$ cat src/rtl/uart_tx_arbiter.sv
// Round-robin arbiter sharing one UART transmitter among NREQ byte requesters.
// Issues a start strobe, then acks on busy-rise or drops the byte on start timeout.
module uart_tx_arbiter #(
    parameter int unsigned NREQ          = 4,
    parameter int unsigned START_TIMEOUT = 16
) (
    input  logic              sys_clk,
    input  logic              sys_rst_n,
    input  logic [NREQ-1:0]   req,
    input  logic [8*NREQ-1:0] req_data,
    output logic [NREQ-1:0]   ack,
    output logic [NREQ-1:0]   err,
    output logic [NREQ-1:0]   grant,
    output logic              uart_tx_en,
    output logic [7:0]        uart_tx_data,
    input  logic              uart_tx_busy,
    output logic              arb_busy
);
    localparam int unsigned IW = (NREQ > 1) ? $clog2(NREQ) : 1;
    localparam int unsigned CW = $clog2(START_TIMEOUT + 1);

    typedef enum logic [1:0] {IDLE, ISSUE, WAIT_DONE} state_e;

    state_e          state_q, state_d;
    logic [NREQ-1:0] grant_q, grant_d, ack_q, ack_d, err_q, err_d;
    logic            tx_en_q, tx_en_d, arb_busy_q;
    logic [7:0]      data_q, data_d;
    logic [CW-1:0]   cnt_q, cnt_d, cnt_inc;
    logic [IW-1:0]   last_q, last_d, owner_q, owner_d, win_idx;
    logic            win_vld, timeout;
    int unsigned     cand;

    // First set request searching last+1, last+2, ... modulo NREQ
    always_comb begin
        win_vld = 1'b0;
        win_idx = '0;
        cand    = 0;
        for (int unsigned k = 1; k <= NREQ; k++) begin
            cand = (32'(last_q) + k) % NREQ;
            if (!win_vld && req[IW'(cand)]) begin
                win_vld = 1'b1;
                win_idx = IW'(cand);
            end
        end
    end

    // Saturating start-timeout counter
    assign cnt_inc = (cnt_q == CW'(START_TIMEOUT)) ? cnt_q : cnt_q + CW'(1);
    assign timeout = (cnt_inc == CW'(START_TIMEOUT));

    always_ff @(posedge sys_clk or negedge sys_rst_n) begin
        if (!sys_rst_n) state_q <= IDLE;
        else            state_q <= state_d;
    end

    always_comb begin
        state_d = state_q;
        unique case (state_q)
            IDLE:      if (win_vld && !uart_tx_busy) state_d = ISSUE;
            ISSUE:     if (uart_tx_busy)             state_d = WAIT_DONE;
                       else if (timeout)             state_d = IDLE;
            WAIT_DONE: if (!uart_tx_busy)            state_d = IDLE;
            default:                                 state_d = IDLE;
        endcase
    end

    always_comb begin
        grant_d = grant_q;
        ack_d   = '0;
        err_d   = '0;
        tx_en_d = tx_en_q;
        data_d  = data_q;
        cnt_d   = cnt_q;
        last_d  = last_q;
        owner_d = owner_q;
        unique case (state_q)
            IDLE: begin
                if (win_vld && !uart_tx_busy) begin
                    grant_d = NREQ'(1) << win_idx;
                    data_d  = req_data[{win_idx, 3'b000} +: 8];
                    tx_en_d = 1'b1;
                    cnt_d   = '0;
                    owner_d = win_idx;
                end
            end
            ISSUE: begin
                if (uart_tx_busy) begin
                    tx_en_d = 1'b0;
                    ack_d   = NREQ'(1) << owner_q;
                end else begin
                    cnt_d = cnt_inc;
                    if (timeout) begin
                        tx_en_d = 1'b0;
                        err_d   = NREQ'(1) << owner_q;
                        grant_d = '0;
                        last_d  = owner_q;
                    end
                end
            end
            WAIT_DONE: begin
                if (!uart_tx_busy) begin
                    grant_d = '0;
                    last_d  = owner_q;
                end
            end
            default: begin
                grant_d = '0;
                tx_en_d = 1'b0;
            end
        endcase
    end

    always_ff @(posedge sys_clk or negedge sys_rst_n) begin
        if (!sys_rst_n) begin
            grant_q    <= '0;
            ack_q      <= '0;
            err_q      <= '0;
            tx_en_q    <= 1'b0;
            data_q     <= 8'h00;
            cnt_q      <= '0;
            last_q     <= IW'(NREQ - 1);
            owner_q    <= '0;
            arb_busy_q <= 1'b0;
        end else begin
            grant_q    <= grant_d;
            ack_q      <= ack_d;
            err_q      <= err_d;
            tx_en_q    <= tx_en_d;
            data_q     <= data_d;
            cnt_q      <= cnt_d;
            last_q     <= last_d;
            owner_q    <= owner_d;
            arb_busy_q <= (state_d != IDLE);
        end
    end

    assign grant        = grant_q;
    assign ack          = ack_q;
    assign err          = err_q;
    assign uart_tx_en   = tx_en_q;
    assign uart_tx_data = data_q;
    assign arb_busy     = arb_busy_q;

endmodule
$ cat config.mk
export PLATFORM = sky130hd
export DESIGN_NAME = uart_tx_arbiter
export DESIGN_NICKNAME = d
export VERILOG_FILES = /design/src/rtl/uart_tx_arbiter.sv
export SDC_FILE = /design/constraint.sdc
export NUM_CORES = 1
export LEC_CHECK = 0
export CAP_MARGIN = 20
export CORE_ASPECT_RATIO = 0.75
export CORE_MARGIN = 3
export CORE_UTILIZATION = 46
export CTS_CLUSTER_SIZE = 40
export DETAILED_ROUTE_END_ITERATION = 12
export PLACE_DENSITY = 0.79
export SYNTH_ARGS = -nofsm -noshare
export SYNTH_HDL_FRONTEND = slang
export SYNTH_SLANG_ARGS = --single-unit
$ cat constraint.sdc
create_clock -name sys_clk -period 2.9 [get_ports sys_clk]
set_input_delay 0.58 -clock sys_clk [delete_from_list [all_inputs] [get_ports sys_clk]]
set_output_delay 0.58 -clock sys_clk [all_outputs]
set_load 0.005 [all_outputs]
==> out/results.ini <==
[drt]
vias_per_cell = 5.40
drtIter0Drc = 90
ant_nets = 0
drc = 0
route.vias.total = 1668
drt-total-wl_um = 4630
wl_per_cell_um = 15.0
drt-pass1-iter-count = 4

[yosys]
ys.flop_type = dfrtp_1
synthArstFlopShare = 1.00
yosysSeqAreaShare = 0.435
synthDistinctLibCells = 54
synth_edf_count = 0
ys_seq_elements = 33
syn_nets = 235
syn_area_sq_mm = 0.00190
ys_warn_count = 0
syn-instance-count = 194
syn_area_per_cell_sq_um = 9.82

[pwr]
switching_power_uw = 749
power_density_mw_per_mm2 = 803
p_comb_frac = 0.410
p_seq_frac = 0.380
internal_power_uw = 1370
p_leak_uw = 0.00111
p_clk_frac = 0.210
switching_share = 0.353
ir_drop_mv = 0.479

[global_route]
grt_max_degree = 34
grtUsageTotal = 0.199
antenna_found_initial = 0
grt_pass1_wl_um = 7530
grt_pass1_vias = 1536
grt.overflow.total = 0

[worst_setup_path]
worstPathCellList = inv_1 -> ha_1 -> and3b_1 -> or3_4 -> a2111oi_4 -> o221ai_2 -> a22o_1
start_kind = flip-flop
cp.required_ps = 3070
crit_fanout = 10
cp.arrival_ps = 2660
critPathMaxStageDelay_ps = 630
cpMaxStageDelayCell = a2111oi_4
criticalPathCategory = flip-flop to flip-flop
end_kind = flip-flop

[cts]
ctsResizeCount = 0
path_clk_slew_ps = 70
cts_setup_buffers = 0
cts.sinks = 33
numCtsBuffers = 5
cts_hold_buffers = 0
cts_tree = done
root_buffer = clkbuf_8
cts.path.max_buffers = 2
cts_max_level = 2
clk_latency_ps = 280

[place]
place_congestion = 0.756
io_buffers = 60
hpwlAfterDp_um = 3460
dp_slack_ps = 310

[die]
core-area_sq_mm = 0.00383
dieArea_sq_mm = 0.00496
die_h_um = 61.7
rows = 19
ios = 61
die_x_um = 80.3
initial_core_util = 0.498

[sta]
period_needed_ps = 2490
rsz0062_at_grt = false
setup_ws_ps = 406
hold_violations = 0
maxSlewViolCount = 0
setup-violations-final = 0
tightest_slew_ps = 808
fmax_ghz = 0.401
slew_headroom = 0.460
final.setup_skew_ps = 5.78
tns_ps = 0
period_share = 0.860

[cells_and_area]
drive_gt1_frac = 0.105
finalNetCount = 297
diodes = 0
final_util = 0.691
synthToLayoutAreaGrowth_pct = 38.8

[worst_hold_path]
hold_path.class = flip-flop to flip-flop

[run]
maxCapViolCount = 0

[outcome]
status = finished, final reports clean

-- cell usage in the layout (no fill, tap or decap), types with 2 or more instances in the layout --
cell,Yosys,layout
o31ai_1,2,2
nor3_1,3,3
a21oi_1,8,8
o21ai_0,6,6
nand2_1,15,15
o211ai_1,2,2
clkbuf_8,1,6
nand4_1,3,3
ha_1,2,2
a211oi_1,24,24
buf_4,1,6
clkdlybuf4s50_1,0,60
inv_1,12,12
o22ai_1,2,2
dfstp_2,2,2
and3b_1,2,2
nand3_1,2,2
o2bb2ai_1,2,2
a21o_1,2,2
nor2b_1,4,4
a22o_1,2,2
a22oi_1,2,2
nor3b_1,2,2
nor2_1,18,18
dfrtp_1,31,31
mux2i_1,10,10
-- sequential cells by signal, summed over array words and instances (netlist names) --
register / cells
uart_tx_en: 1
arb_busy: 1
err: 4
owner_q: 2
last_q: 2
ack: 4
state_q: 2
uart_tx_data: 8
grant: 4
cnt_q: 5
-- layer usage --
layer  wire length [um]  global-route usage
met4                 61              0.0578
met3                235              0.0432
met1               2290               0.311
met2               2040               0.274
met5                  0                   0
-- logic make-up (layout without fill, tap and decap cells) --
group                      Yosys count  count (layout)  share of synthesized area
adders and majority gates            2               2                     0.0131
buffers and inverters               24              87                     0.0716
xor gates and xnor gates             1               1                    0.00460
and+or+nand+nor                     63              63                      0.181
muxes                               10              10                     0.0526
AOI/OAI and AO/OA                   61              61                      0.242
DFF                                 33              33                      0.435
-- worst paths after layout --
path | from | to | slack [ps] | cells past startpoint
max | cnt_q[0] | grant[3] | 410 | 7
max reg2reg | cnt_q[0] | grant[3] | 410 | 7
min reg2reg | grant[3] | grant[3] | 530 | 1
min | grant[3] | grant[3] | 530 | 1
min in group asynchronous | sys_rst_n | uart_tx_data[6] | 690 | 2
max in group asynchronous | sys_rst_n | last_q[1] | 1880 | 2
-- per-stage QoR --
| step | cell area (sq um) | power [uW] | hold WS (ps) | instances |
|---|---|---|---|---|
| final | 2640 | 2120 | 526 | 309 |
| after floorplan | 1900 | 1320 | 284 | 194 |
| after CTS | 2640 | 2130 | 523 | 309 |
| after global routing | 2640 | 2280 | 537 | 309 |
| after detailed placement | 2530 | 1680 | 493 | 301 |
| after global placement | 2530 | 1660 | 488 | 301 |
-- power by group through the flow --
stage                     Combinational [uW]  Sequential, uW  Clock [uW]
after floorplan                          592             725           0
after global placement                   861             798           0
after detailed placement                 872             807           0
after CTS                                876             803         453
after global routing                     965             834         482
final                                    871             806         446
-- cell type report --
type                       instances  area (sq um)
fill                             310          1180
multi-input combinational        137           940
sequential                        33           828
timing repair buffer              66           646
clock buffer                       7          86.3
tap                               52          65.1
inverter                          13          48.8
clock inverter                     1          30.0
-- critical path, delay by kind of cell, from the launching register on --
kind	cells	cell delay [ps]
flops	1	430
compound gates	3	1070
fa+ha+maj	1	240
buf+inv	1	120
simple gates	2	530
-- cell usage after synthesis, types with 3 or more instances --
library cell	n	area, sq um
a211oi_1	24	180
a21oi_1	8	40.0
buf_6	4	45.0
dfrtp_1	31	776
inv_1	12	45.0
mux2i_1	10	100
nand2_1	15	56.3
nand4_1	3	18.8
nor2_1	18	67.6
nor2b_1	4	25.0
nor3_1	3	15.0
o21ai_0	6	30.0
Note: power is estimated with default switching activity, not from simulation.
